==> src/rtl/controle_pkg.sv <==
// Shared encodings for the multicycle MIPS main control FSM and the ALU control decoder.
package controle_pkg;

  localparam logic [3:0] ST_IDLE      = 4'd0;
  localparam logic [3:0] ST_FETCH     = 4'd1;
  localparam logic [3:0] ST_DECODE    = 4'd2;
  localparam logic [3:0] ST_MEM_ADDR  = 4'd3;
  localparam logic [3:0] ST_MEM_READ  = 4'd4;
  localparam logic [3:0] ST_MEM_WB    = 4'd5;
  localparam logic [3:0] ST_MEM_WRITE = 4'd6;
  localparam logic [3:0] ST_EXECUTE   = 4'd7;
  localparam logic [3:0] ST_ALU_WB    = 4'd8;
  localparam logic [3:0] ST_BRANCH    = 4'd9;
  localparam logic [3:0] ST_JUMP      = 4'd10;
  localparam logic [3:0] ST_ADDI_EXEC = 4'd11;
  localparam logic [3:0] ST_ADDI_WB   = 4'd12;
  localparam logic [3:0] ST_HALT      = 4'd13;

  localparam logic [5:0] OP_RTYPE = 6'b000000;
  localparam logic [5:0] OP_LW    = 6'b100011;
  localparam logic [5:0] OP_SW    = 6'b101011;
  localparam logic [5:0] OP_BEQ   = 6'b000100;
  localparam logic [5:0] OP_J     = 6'b000010;
  localparam logic [5:0] OP_ADDI  = 6'b001000;

  localparam logic [1:0] ALUOP_ADD   = 2'b00;
  localparam logic [1:0] ALUOP_SUB   = 2'b01;
  localparam logic [1:0] ALUOP_FUNCT = 2'b10;

  localparam logic [1:0] SRC_B_REG    = 2'b00;
  localparam logic [1:0] SRC_B_QUATRO = 2'b01;
  localparam logic [1:0] SRC_B_IMM    = 2'b10;
  localparam logic [1:0] SRC_B_DESV   = 2'b11;

  localparam logic [1:0] PC_SRC_ALU    = 2'b00;
  localparam logic [1:0] PC_SRC_ALUOUT = 2'b01;
  localparam logic [1:0] PC_SRC_JUMP   = 2'b10;

  typedef struct packed {
    logic       pc_write;
    logic       pc_write_cond;
    logic       i_or_d;
    logic       mem_read;
    logic       mem_write;
    logic       ir_write;
    logic       mem_to_reg;
    logic       reg_dst;
    logic       reg_write;
    logic       alu_src_a;
    logic [1:0] alu_src_b;
    logic [1:0] alu_op;
    logic [1:0] pc_source;
  } sinais_t;

  // States that wait on the memory handshake and are therefore guarded by the timeout.
  function automatic logic estado_memoria(input logic [3:0] st);
    logic r;
    case (st)
      ST_FETCH, ST_MEM_READ, ST_MEM_WRITE: r = 1'b1;
      default:                             r = 1'b0;
    endcase
    return r;
  endfunction

endpackage

==> src/rtl/controle_multiciclo_contador_espera.sv <==
// Memory wait counter: counts cycles spent waiting on mem_ready and flags a timeout.
module contador_espera #(
  parameter int TIMEOUT_CICLOS = 16
) (
  input  logic clk,
  input  logic rst_n,
  input  logic limpar,
  input  logic contar,
  input  logic mem_ready,
  output logic estouro
);

  localparam int LARGURA    = (TIMEOUT_CICLOS > 0) ? $clog2(TIMEOUT_CICLOS + 1) : 1;
  localparam int LIMITE_INT = (TIMEOUT_CICLOS > 0) ? TIMEOUT_CICLOS - 1 : 0;
  localparam logic [LARGURA-1:0] LIMITE = LARGURA'(LIMITE_INT);
  localparam logic [LARGURA-1:0] UM     = LARGURA'(1);

  logic [LARGURA-1:0] contagem_r;

  // Wait-cycle counter, restarted whenever a memory state is entered.
  always_ff @(posedge clk or negedge rst_n) begin
    if (!rst_n) begin
      contagem_r <= '0;
    end else if (limpar) begin
      contagem_r <= '0;
    end else if (contar && !mem_ready) begin
      contagem_r <= contagem_r + UM;
    end else begin
      contagem_r <= contagem_r;
    end
  end

  // A late mem_ready on the limit cycle still wins, so the compare requires mem_ready low.
  always_comb begin
    if ((TIMEOUT_CICLOS > 0) && contar && !mem_ready && (contagem_r == LIMITE)) begin
      estouro = 1'b1;
    end else begin
      estouro = 1'b0;
    end
  end

endmodule

==> src/rtl/controle_multiciclo.sv <==
// Main control FSM of the multicycle MIPS datapath: Moore strobes, memory handshake,
// sticky illegal-opcode and memory-timeout halts.
module controle_multiciclo
  import controle_pkg::*;
#(
  parameter int TIMEOUT_CICLOS = 16
) (
  input  logic       clk,
  input  logic       rst_n,
  input  logic [5:0] opcode,
  input  logic       mem_ready,
  output logic       pc_write,
  output logic       pc_write_cond,
  output logic       i_or_d,
  output logic       mem_read,
  output logic       mem_write,
  output logic       ir_write,
  output logic       mem_to_reg,
  output logic       reg_dst,
  output logic       reg_write,
  output logic       alu_src_a,
  output logic [1:0] alu_src_b,
  output logic [1:0] aluOp,
  output logic [1:0] pc_source,
  output logic [3:0] estado,
  output logic       erro_opcode,
  output logic       erro_timeout
);

  logic [3:0] estado_r;
  logic [3:0] proximo_s;
  logic       erro_opcode_r;
  logic       erro_timeout_r;
  logic       opcode_ilegal_s;
  logic       em_espera_s;
  logic       entrada_espera_s;
  logic       estouro_s;
  sinais_t    sinais_s;

  assign em_espera_s      = estado_memoria(estado_r);
  assign entrada_espera_s = estado_memoria(proximo_s) && (proximo_s != estado_r);

  contador_espera #(
    .TIMEOUT_CICLOS(TIMEOUT_CICLOS)
  ) u_contador_espera (
    .clk       (clk),
    .rst_n     (rst_n),
    .limpar    (entrada_espera_s),
    .contar    (em_espera_s),
    .mem_ready (mem_ready),
    .estouro   (estouro_s)
  );

  // Next-state logic; mem_ready takes priority over the timeout in the wait states.
  always_comb begin
    proximo_s       = ST_IDLE;
    opcode_ilegal_s = 1'b0;
    case (estado_r)
      ST_IDLE: proximo_s = ST_FETCH;
      ST_FETCH: begin
        if (mem_ready)      proximo_s = ST_DECODE;
        else if (estouro_s) proximo_s = ST_HALT;
        else                proximo_s = ST_FETCH;
      end
      ST_DECODE: begin
        case (opcode)
          OP_RTYPE:     proximo_s = ST_EXECUTE;
          OP_LW, OP_SW: proximo_s = ST_MEM_ADDR;
          OP_BEQ:       proximo_s = ST_BRANCH;
          OP_J:         proximo_s = ST_JUMP;
          OP_ADDI:      proximo_s = ST_ADDI_EXEC;
          default: begin
            proximo_s       = ST_HALT;
            opcode_ilegal_s = 1'b1;
          end
        endcase
      end
      ST_MEM_ADDR: begin
        if (opcode == OP_LW) proximo_s = ST_MEM_READ;
        else                 proximo_s = ST_MEM_WRITE;
      end
      ST_MEM_READ: begin
        if (mem_ready)      proximo_s = ST_MEM_WB;
        else if (estouro_s) proximo_s = ST_HALT;
        else                proximo_s = ST_MEM_READ;
      end
      ST_MEM_WB: proximo_s = ST_FETCH;
      ST_MEM_WRITE: begin
        if (mem_ready)      proximo_s = ST_FETCH;
        else if (estouro_s) proximo_s = ST_HALT;
        else                proximo_s = ST_MEM_WRITE;
      end
      ST_EXECUTE:   proximo_s = ST_ALU_WB;
      ST_ALU_WB:    proximo_s = ST_FETCH;
      ST_BRANCH:    proximo_s = ST_FETCH;
      ST_JUMP:      proximo_s = ST_FETCH;
      ST_ADDI_EXEC: proximo_s = ST_ADDI_WB;
      ST_ADDI_WB:   proximo_s = ST_FETCH;
      ST_HALT:      proximo_s = ST_HALT;
      default:      proximo_s = ST_IDLE;
    endcase
  end

  // State register.
  always_ff @(posedge clk or negedge rst_n) begin
    if (!rst_n) begin
      estado_r <= ST_IDLE;
    end else begin
      estado_r <= proximo_s;
    end
  end

  // Sticky error flags; only the asynchronous reset clears them.
  always_ff @(posedge clk or negedge rst_n) begin
    if (!rst_n) begin
      erro_opcode_r  <= 1'b0;
      erro_timeout_r <= 1'b0;
    end else begin
      erro_opcode_r  <= erro_opcode_r | opcode_ilegal_s;
      erro_timeout_r <= erro_timeout_r | estouro_s;
    end
  end

  // Moore strobe decode; only the FETCH loads of PC and IR follow mem_ready.
  always_comb begin
    sinais_s = '0;
    case (estado_r)
      ST_FETCH: begin
        sinais_s.mem_read  = 1'b1;
        sinais_s.i_or_d    = 1'b0;
        sinais_s.alu_src_a = 1'b0;
        sinais_s.alu_src_b = SRC_B_QUATRO;
        sinais_s.alu_op    = ALUOP_ADD;
        sinais_s.pc_source = PC_SRC_ALU;
        sinais_s.ir_write  = mem_ready;
        sinais_s.pc_write  = mem_ready;
      end
      ST_DECODE: begin
        sinais_s.alu_src_a = 1'b0;
        sinais_s.alu_src_b = SRC_B_DESV;
        sinais_s.alu_op    = ALUOP_ADD;
      end
      ST_MEM_ADDR, ST_ADDI_EXEC: begin
        sinais_s.alu_src_a = 1'b1;
        sinais_s.alu_src_b = SRC_B_IMM;
        sinais_s.alu_op    = ALUOP_ADD;
      end
      ST_MEM_READ: begin
        sinais_s.mem_read = 1'b1;
        sinais_s.i_or_d   = 1'b1;
      end
      ST_MEM_WB: begin
        sinais_s.reg_write  = 1'b1;
        sinais_s.mem_to_reg = 1'b1;
        sinais_s.reg_dst    = 1'b0;
      end
      ST_MEM_WRITE: begin
        sinais_s.mem_write = 1'b1;
        sinais_s.i_or_d    = 1'b1;
      end
      ST_EXECUTE: begin
        sinais_s.alu_src_a = 1'b1;
        sinais_s.alu_src_b = SRC_B_REG;
        sinais_s.alu_op    = ALUOP_FUNCT;
      end
      ST_ALU_WB: begin
        sinais_s.reg_write  = 1'b1;
        sinais_s.reg_dst    = 1'b1;
        sinais_s.mem_to_reg = 1'b0;
      end
      ST_BRANCH: begin
        sinais_s.alu_src_a     = 1'b1;
        sinais_s.alu_src_b     = SRC_B_REG;
        sinais_s.alu_op        = ALUOP_SUB;
        sinais_s.pc_write_cond = 1'b1;
        sinais_s.pc_source     = PC_SRC_ALUOUT;
      end
      ST_JUMP: begin
        sinais_s.pc_write  = 1'b1;
        sinais_s.pc_source = PC_SRC_JUMP;
      end
      ST_ADDI_WB: begin
        sinais_s.reg_write  = 1'b1;
        sinais_s.reg_dst    = 1'b0;
        sinais_s.mem_to_reg = 1'b0;
      end
      default: sinais_s = '0;
    endcase
  end

  assign pc_write      = sinais_s.pc_write;
  assign pc_write_cond = sinais_s.pc_write_cond;
  assign i_or_d        = sinais_s.i_or_d;
  assign mem_read      = sinais_s.mem_read;
  assign mem_write     = sinais_s.mem_write;
  assign ir_write      = sinais_s.ir_write;
  assign mem_to_reg    = sinais_s.mem_to_reg;
  assign reg_dst       = sinais_s.reg_dst;
  assign reg_write     = sinais_s.reg_write;
  assign alu_src_a     = sinais_s.alu_src_a;
  assign alu_src_b     = sinais_s.alu_src_b;
  assign aluOp         = sinais_s.alu_op;
  assign pc_source     = sinais_s.pc_source;
  assign estado        = estado_r;
  assign erro_opcode   = erro_opcode_r;
  assign erro_timeout  = erro_timeout_r;

endmodule

==> config.mk <==
export PLATFORM = sky130hd
export DESIGN_NAME = controle_multiciclo
export DESIGN_NICKNAME = d
export VERILOG_FILES = /design/src/rtl/controle_pkg.sv /design/src/rtl/controle_multiciclo_contador_espera.sv /design/src/rtl/controle_multiciclo.sv
export SDC_FILE = /design/constraint.sdc
export NUM_CORES = 1
export LEC_CHECK = 0
export CAP_MARGIN = 20
export CORE_AREA = 2 2 50 52
export CTS_CLUSTER_DIAMETER = 80
export DETAILED_ROUTE_END_ITERATION = 16
export DIE_AREA = 0 0 52 54
export GPL_ROUTABILITY_DRIVEN = 1
export PLACE_DENSITY = 0.76
export SLEW_MARGIN = 0
export SYNTH_ARGS = -nofsm -noshare
export SYNTH_HDL_FRONTEND = slang
export SYNTH_SLANG_ARGS = --single-unit
==> constraint.sdc <==
create_clock -name clk -period 3.2 [get_ports clk]
set_input_delay 0.64 -clock clk [delete_from_list [all_inputs] [get_ports clk]]
set_output_delay 0.64 -clock clk [all_outputs]
set_load 0.05 [all_outputs]
**Word-level counts from Yosys, hierarchy flattened**

Index checks and enable logic that the tools add are counted.

- Bits in registers: 11
- Input port bits: 9
- Output and inout port bits: 22
- Word-level logic and storage cells: 70

- $add $sub $neg: 1
- Eq/ne operators: 23
- Mux-type cells: 25
- Bitwise logic cells: 2
- Reduce and logical (&&, ||, !) cells: 15

Operators with widths:

| operator | number |
|---|---|
| 4-bit case mux with 9 select lines | 1 |
| 5-bit case mux with 5 select lines | 1 |
| 4-bit by 3-bit == test with 1-bit output (second input constant) | 6 |
| 4-bit == test (second input constant) | 6 |
| 4-bit 2-to-1 mux | 6 |
| 4-bit case mux with 5 select lines | 1 |
| 6-bit == test (second input constant) | 2 |
| 6-bit OR reduction | 2 |
| 1-bit 2-to-1 mux | 10 |
| 5-bit 2-to-1 mux | 2 |
| 3-bit case mux with 3 select lines | 1 |
| 4-bit by 1-bit == test with 1-bit output (second input constant) | 2 |
| 4-bit by 2-bit == test with 1-bit output (second input constant) | 2 |
| 2-bit OR reduction | 4 |
| 6-bit by 2-bit == test with 1-bit output (second input constant) | 1 |
| 6-bit by 3-bit == test with 1-bit output (second input constant) | 1 |
| 6-bit by 4-bit == test with 1-bit output (second input constant) | 1 |
| 6-bit logical NOT | 1 |
| 3-bit OR reduction | 2 |
| 5-bit by 1-bit adder with 5-bit output (second input constant) | 1 |
| 5-bit by 4-bit == test with 1-bit output (second input constant) | 1 |
| 4-bit logical NOT | 1 |
| 4-bit != test | 1 |
| 2-bit case mux with 2 select lines | 1 |
| 6 further kinds | 9 |

**Longest topological paths before layout**

Gate-level depths: netlist (run 1).

- Depth in word-level cells: 14
- Gate-level depth with buffers: 9
- Gate-level depth less buffers: 9

**By module**

A second synthesis (run 1) with hierarchy kept.

- Cells, all modules: 131
- Area, all modules: 1069.8 um^2

By module, submodules not included:

| module | times used | cells each | area an instance (um^2) |
|---|---|---|---|
| controle_multiciclo | 1 | 106 | 774.5 |
| contador_espera | 1 | 25 | 295.3 |

**Worst setup path after synthesis (run 1)**

Ideal clock, no wire load.

- Kind: reg2out
- From: register estado_r[3] (netlist: estado[3])
- To: output pc_write
- Data arrival time: 2226 ps
- Data required time: 2560 ps
- Setup slack: 334 ps
- Stages on the path, launching flop included: 4
- Buffers on the path: 1
- Path through: dfrtp_1 > buf_2 > nand2_1 > o21ai_0

- Cells in the longest elaborated chain, start to end: 2
- Elaborated cells between the ends (all ways): 3
- Classes of those cells: 2 x eq/ne; 1 x mux

RTL lines:

| element | RTL line | RTL |
|---|---|---|
| from (decl) | controle_multiciclo.sv:30 | `logic [3:0] estado_r;` |
| from (signal assigned) | controle_multiciclo.sv:109 | `estado_r <= proximo_s;` |
| 4-bit == test or 4-bit by 1-bit == test with 1-bit output (tied branches) | controle_multiciclo.sv:127 | `case (estado_r)` |
| 1-bit case mux with 2 select lines * | controle_multiciclo.sv:127 |  |
| to (decl) | controle_multiciclo.sv:12 | `output logic pc_write,` |

Every way passes the cells marked *; elsewhere a longest branch is shown, timed or not.

**Worst setup path in the final report (run 1)**

- From: register estado_r[3] (netlist: estado[3])
- To: output reg_write

- Cells in the longest elaborated chain, start to end: 2
- Elaborated cells between the ends (all ways): 4
- Classes of those cells: 3 x eq/ne; 1 x mux

RTL lines:

| element | RTL line | RTL |
|---|---|---|
| 4-bit == test or 4-bit by 3-bit == test with 1-bit output (tied branches) | controle_multiciclo.sv:127 |  |
| 3-bit case mux with 3 select lines * | controle_multiciclo.sv:127 |  |
| to (decl) | controle_multiciclo.sv:20 | `output logic reg_write,` |

Marked as above.

==> results of run 1 <==
## report_power, final
part | internal, mW | switching [mW]
Sequential | 0.180 | 0.104
Clock | 0.0481 | 0.0437
Combinational | 0.363 | 0.641
## metrics by stage
stage / total power [mW] / worst slack (ps) / hold WS [ps] / cells / cell area (sq um)
floorplan: 1.02 / 334 / 344 / 116 / 982
global placement: 1.27 / 381 / 447 / 169 / 1290
detailed placement: 1.29 / 345 / 452 / 169 / 1290
CTS: 1.39 / 264 / 471 / 173 / 1320
global route: 1.48 / 117 / 496 / 173 / 1320
finish: 1.38 / 263 / 473 / 173 / 1320
## worst register-to-register path, delay by kind of cell, from the launching register on
kind                       cells  cell delay, ps
DFF                            1             410
and+or+nand+nor                3             940
AOI/OAI and AO/OA              4             780
adders and majority gates      2             470
## logic make-up after synthesis
group,Yosys count
buffers and inverters,13
xor gates and xnor gates,6
AOI/OAI and AO/OA,30
muxes,3
DFF,11
and+or+nand+nor,51
adders and majority gates,2
## registers in the layout, indices dropped and copies added, names as in the netlist
signal and flops:
estado 4, erro_timeout 1, u_contador_espera.contagem_r 5, erro_opcode 1
## cells in the final DEF, fill, tap and decap left out, types with 2 or more instances in the layout
cell type and count:
sky130_fd_sc_hd__nor3b_1 2, sky130_fd_sc_hd__ha_1 2, sky130_fd_sc_hd__a31oi_1 2, sky130_fd_sc_hd__nor3_1 3, sky130_fd_sc_hd__clkdlybuf4s50_1 28, sky130_fd_sc_hd__nor4_1 3
sky130_fd_sc_hd__nand4_1 2, sky130_fd_sc_hd__a31o_1 2, sky130_fd_sc_hd__nor2_1 16, sky130_fd_sc_hd__nand2_1 7, sky130_fd_sc_hd__xnor2_1 3, sky130_fd_sc_hd__o21ai_0 3
sky130_fd_sc_hd__xor2_1 3, sky130_fd_sc_hd__inv_1 5, sky130_fd_sc_hd__mux2i_1 2, sky130_fd_sc_hd__clkbuf_4 3, sky130_fd_sc_hd__dfrtp_1 11, sky130_fd_sc_hd__and3_1 3
sky130_fd_sc_hd__nand2b_1 5, sky130_fd_sc_hd__a21oi_1 7, sky130_fd_sc_hd__nor3_2 2
## final cells by class
class,instances,area [sq um]
clock buffer,4,26.3
fill,225,1000
inverter,6,22.5
tap,30,37.5
sequential,11,275
multi-input combinational,92,646
timing repair buffer,30,308
## routing by layer
metal | global-route usage [%] | vias to the layer above
met4 | 8.33 | 0
met5 | 0 | -
met2 | 32.7 | 25
li1 | - | 486
met3 | 1.39 | 4
met1 | 24.1 | 449
## how the worst min path moves through the flow
stage	startpoint	endpoint	slack, ps	cells past startpoint
2_1_floorplan	rst_n	erro_opcode	340	0
4_1_cts	erro_timeout	erro_timeout	470	1
3_3_place_gp	erro_timeout	erro_timeout	450	1
5_1_grt	erro_opcode	erro_opcode	500	1
6_report	erro_timeout	erro_timeout	470	1
3_5_place_dp	erro_timeout	erro_timeout	450	1
==> run summary, run 1 <==
### Status
• completed — run status

### CTS
• 0 — # Post-CTS Setup Buffers
• 260 ps — latest clock arrival within the worst-skew pair
• 0 — number of buffers inserted by hold repair at cts
• 3 — clock buffer count from CTS
• 1 — CTS HTree Levels
• 0 — post-cts sizing count
• 2 — clock tree buffer depth
• sky130_fd_sc_hd__clkbuf_4 — Root Driver
• 11 — number of sinks handled by clock tree synthesis
• built — CTS tree
• 60 ps — Clock Pin Slew Worst Setup and Hold Paths

### Hold path
• reg2reg — class of the most critical hold timing path

### Synth
• sky130_fd_sc_hd__dfrtp_1 28%, sky130_fd_sc_hd__nor2_1 6.1%, sky130_fd_sc_hd__a21oi_1 3.6%, sky130_fd_sc_hd__nand2b_1 3.2%, sky130_fd_sc_hd__a2111oi_4 2.8% — cell types occupying the most area after synthesis
• 28.9% — share of synthesized cell area in and, or, nand and nor gates
• 0 — Ys Warns
• 8.47 sq um — Avg Cell Area, Syn
• 127 — number of nets in the synthesized netlist
• 3.18% — share of synthesized area spent on multiplexers
• 116 — gate count of the mapped netlist
• sky130_fd_sc_hd__nor2_1 — most frequent cell after synthesis
• sky130_fd_sc_hd__dfrtp_1 — top flip-flop cell by instance count after synthesis
• 0 — number of flops mapped to enable cells by yosys
• 28.0% — sequential area share after synthesis
• 11 — number of flip-flops and latches in the synthesized netlist
• 100% — share of flip-flops with an asynchronous set or reset after synthesis
• 982 sq um — cell area after synthesis
• 16 x sky130_fd_sc_hd__nor2_1, 11 x sky130_fd_sc_hd__dfrtp_1, 7 x sky130_fd_sc_hd__a21oi_1, 7 x sky130_fd_sc_hd__nand2_1 — top cells by count, synth
• sky130_fd_sc_hd__dfrtp_1 — biggest area consumer among synthesized cells
• 2.55% — adder and majority gate portion of the synthesized area
• 25.7% — area fraction in compound gates after synthesis
• simple AND/OR/NAND/NOR gates — largest family of logic cells by synthesized area
• 28.0% — area share of the largest cell type after synthesis
• 48 — post-synthesis cell type count
• 5.35% — xor-xnor portion of the synthesized cell area

### Route
• 2.36 mm — final routed wirelength across all metal layers
• 88 um — met3 WL
• 0 — # DRC
• 1.09 mm — metal1 wirelength
• 1.16 mm — Met2 Routed Length
• 0 — post-route antenna net violation count
• 15 — number of DRC markers after the initial detailed-route iteration
• 4 — Pre-antenna DRT Iters
• 964 — vias after detailed routing
• 13.6 um — routed length per placed instance
• met4 — max layer used
• 5.57 — Vias/cell

### Timing
• 5.57 ps — Final Skew
• 2940 ps — final worst path period need
• 0 — count of endpoints failing setup in the final report
• 91.8% — final worst path period share
• 62.9% — worst max-slew margin expressed relative to the limit
• 0.340 GHz — highest clock frequency the design can meet
• no — setup repair after global routing missed its margin
• 0 — number of endpoints with negative hold slack in the final report
• 0 — fin. max-slew vios
• 0 ps — accumulated negative setup slack
• 553 ps — Worst Tran Pin Value

### Worst setup path
• primary output — kind of end point of the critical path
• flop — type of element launching the critical path
• u_contador_espera.contagem_r[0] — source of the worst register-to-register timing path
• estado[3] — Critical path origin
• nand2b_1 -> nor2_1 -> nor2_1 -> nor2_1 -> clkdlybuf4s50_1 — cell-by-cell listing of the critical path
• buffers and inverters — critical path's top delay family
• 9 — logic depth of the worst register-to-register path
• sky130_fd_sc_hd__nor2_1 — CP dominant cell by count
• 1 — Buf+Inv Stages, Crit Path
• sky130_fd_sc_hd__clkdlybuf4s50_1 — critical path's slowest cell
• 5 — Levels on crit path
• 2560 ps — WP data required
• 480 ps — reg2reg setup slack
• u_contador_espera.contagem_r[0] — reg2reg end
• 18 — CP Max Fanout
• 810 ps — slowest cell delay on critical path
• 2300 ps — arrival time worst endpoint
• reg2out — critical path type
• reg_write — end point of the critical path

### Global route
• 0 — Congestion Overflow GR
• 20 — pin count of the biggest net entering global routing
• 932 — number of global-route vias before repair
• 0 — number of antenna violations at the first check in global routing
• 4.06 mm — wire length of the first global-routing pass
• 18.9% — GRT Resource Usage Total

### Die
• 0.00232 sq mm — placeable core region
• 18 — total number of placement rows
• 0.00281 sq mm — Die Area
• 52 um — x dimension of the die
• 31 — number of top-level pins
• 54 um — die outline height
• 42.3% — initial core utilization

### Cells and area
• 155 — Layout Nets
• 56.7% — utilization of the core after routing
• 0 — total inserted antenna cells
• 10.5% — fraction of final layout cells with drive strength greater than 1
• 33.9% — area growth from synthesis to layout

### Flow run
• 0 — max-capacitance violation count

### Power
• 1050 mW/mm^2 — total power density per cell area
• 0.512 nW — static leakage
• 0.722 mV — Worst VDD drop

### Place
• 0.885 — Placer Congestion
• 1.80 mm — DP Wirelength
• 30 — port buffer count

(Power assumes the default switching activity.)
==> run 2, diff against run 1 <==
- CAP_MARGIN: 20 -> 25
==> results of run 2 <==
The final DEF is identical to that of run 1; final timing and power are the same.
==> run 3, diff against run 2 <==
- CORE_AREA: 2 2 50 52 -> 10 10 56 58
- DIE_AREA: 0 0 52 54 -> 0 0 66 68
- PLACE_DENSITY: 0.76 -> 0.81
- clock period: 3.2 -> 3.7 ns (I/O delays scaled with it)
==> run 3 against run 2 <==
First-iteration DRC count rose to 3.4 times the previous value. Final cell count down 0.58%. Power shrank 13%. Clock skew fell by 5.1 ps. Critical path depth decreased by 1. Global-route usage down 7.3 points. Worst hold slack lost 7.6 ps. Largest cell class unchanged. Largest power group unchanged. Highest routed layer unchanged.
==> run summary, run 3 (synthesized netlist as in run 1, its figures left out) <==
### Status
• completed — run status

### Route
• 15.3 um — routed length per placed instance
• 0 — post-route antenna net violation count
• 51 — number of DRC markers after the initial detailed-route iteration
• 5.83 — Vias/cell
• 0 — # DRC
• 2.63 mm — final routed wirelength across all metal layers
• 4 — Pre-antenna DRT Iters
• 1003 — vias after detailed routing

### Cells and area
• 172 — Final Instance Count excl. Fillers
• 30 x sky130_fd_sc_hd__clkdlybuf4s50_1, 16 x sky130_fd_sc_hd__nor2_1, 11 x sky130_fd_sc_hd__dfrtp_1, 7 x sky130_fd_sc_hd__nand2_1, 7 x sky130_fd_sc_hd__a21oi_1 — highest-count cells in the layout ignoring fill and taps
• 33.6% — area growth from synthesis to layout
• 0.00131 sq mm — total non-filler cell area in the finished layout
• 5 — max reg flops
• 0 — total inserted antenna cells
• u_contador_espera.contagem_r — most flop-heavy register
• 9.72% — fraction of final layout cells with drive strength greater than 1
• sky130_fd_sc_hd__clkdlybuf4s50_1 — most common library cell in the layout ignoring fill and taps
• 156 — Layout Nets

### CTS
• built — CTS tree
• 3 — clock buffer count from CTS
• 0 — # Post-CTS Setup Buffers
• 11 — number of sinks handled by clock tree synthesis
• 0 — post-cts sizing count
• 0 — number of buffers inserted by hold repair at cts
• 260 ps — latest clock arrival within the worst-skew pair
• 1 — CTS HTree Levels
• sky130_fd_sc_hd__clkbuf_4 — Root Driver
• 2 — clock tree buffer depth
• 70 ps — Clock Pin Slew Worst Setup and Hold Paths

### Timing
• 3130 ps — final worst path period need
• 62.8% — worst max-slew margin expressed relative to the limit
• 466 ps — Hold WS
• 555 ps — Worst Tran Pin Value
• 0 — number of endpoints with negative hold slack in the final report
• 0 ps — accumulated negative setup slack
• 84.6% — final worst path period share
• 0.489 ps — Final Skew
• 0 — count of endpoints failing setup in the final report
• 0 — fin. max-slew vios
• 0.319 GHz — highest clock frequency the design can meet
• no — setup repair after global routing missed its margin

### Flow run
• 0 — max-capacitance violation count

### Global route
• 0 — number of antenna violations at the first check in global routing
• 20 — pin count of the biggest net entering global routing
• 11.6% — GRT Resource Usage Total
• 4.32 mm — wire length of the first global-routing pass
• 0 — Congestion Overflow GR
• 988 — number of global-route vias before repair

### Power
• 910 mW/mm^2 — total power density per cell area
• 0.511 nW — static leakage
• 1.20 mW — overall power
• 0.622 mV — Worst VDD drop

### Worst setup path
• 2390 ps — arrival time worst endpoint
• 4 — CP Max Fanout
• sky130_fd_sc_hd__clkdlybuf4s50_1 — critical path's slowest cell
• in2out — critical path type
• 840 ps — slowest cell delay on critical path
• sky130_fd_sc_hd__clkdlybuf4s50_1 — CP dominant cell by count
• 2960 ps — WP data required
• primary output — kind of end point of the critical path
• clkdlybuf4s50_1 -> nand4b_1 -> o21ai_0 -> clkdlybuf4s50_1 — cell-by-cell listing of the critical path
• input port — type of element launching the critical path

### Die
• 17 — total number of placement rows
• 0.00449 sq mm — Die Area
• 31 — number of top-level pins
• 46.6% — initial core utilization
• 66 um — x dimension of the die
• 68 um — die outline height
• 0.00211 sq mm — placeable core region

### Place
• 2.08 mm — DP Wirelength
• 168 — Cell Count Post-Placement
• 0.00129 sq mm — instance area after placement
• 0.847 — Placer Congestion
• 30 — port buffer count

### Hold path
• reg2reg — class of the most critical hold timing path

-- run 3: cell types whose count changed in the layout (fill, tap and decap cells not counted), sizes merged --
cell           delta
buf               -1
clkdlybuf4s50     +2
-- run 3: final timing paths --
kind	startpoint	end	slack, ps	depth (start not counted)
worst max-delay path	mem_ready	pc_write	570	4
worst min-delay path	erro_timeout	erro_timeout	470	1
worst max register to register	u_contador_espera.contagem_r[0]	u_contador_espera.contagem_r[3]	930	9
worst min register to register	erro_timeout	erro_timeout	470	1
max in group asynchronous	rst_n	estado[2]	2570	1
min in group asynchronous	rst_n	u_contador_espera.contagem_r[2]	800	1
-- run 3: final cells by class --
| type | count | area, sq um |
|---|---|---|
| Clock buffer | 4 | 26.3 |
| Fill cell | 182 | 793 |
| Inverter | 6 | 22.5 |
| Multi-Input combinational cell | 92 | 646 |
| Sequential cell | 11 | 275 |
| Tap cell | 28 | 35.0 |
| Timing Repair Buffer | 31 | 308 |
-- run 3: routing by layer --
metal	GRT usage [%]	part of all wire [%]	up-vias
li1	-	-	489
met5	0	0	-
met2	22.6	54	33
met4	3.93	0.72	0
met1	12.1	38	477
met3	2.12	7.3	4
-- run 3: metrics by stage --
step                      setup slack (ps)  util (%)
after floorplan                        734         -
after global placement                 612      61.1
after detailed placement               579      61.1
after CTS                              576      62.3
after global routing                   496      62.3
final                                  569      62.3
-- run 3: worst max-delay path: cells and delay by family --
kind,cells,cell delay (ps)
buf+inv,2,1340
simple gates,1,180
compound gates,1,130
-- run 3: power breakdown --
| part | switching [mW] | leakage (nW) | total (mW) | internal (mW) |
|---|---|---|---|---|
| sequential | 0.0871 | 0.140 | 0.243 | 0.156 |
| clock | 0.0379 | 0.0150 | 0.0796 | 0.0417 |
| combinational | 0.565 | 0.355 | 0.873 | 0.308 |
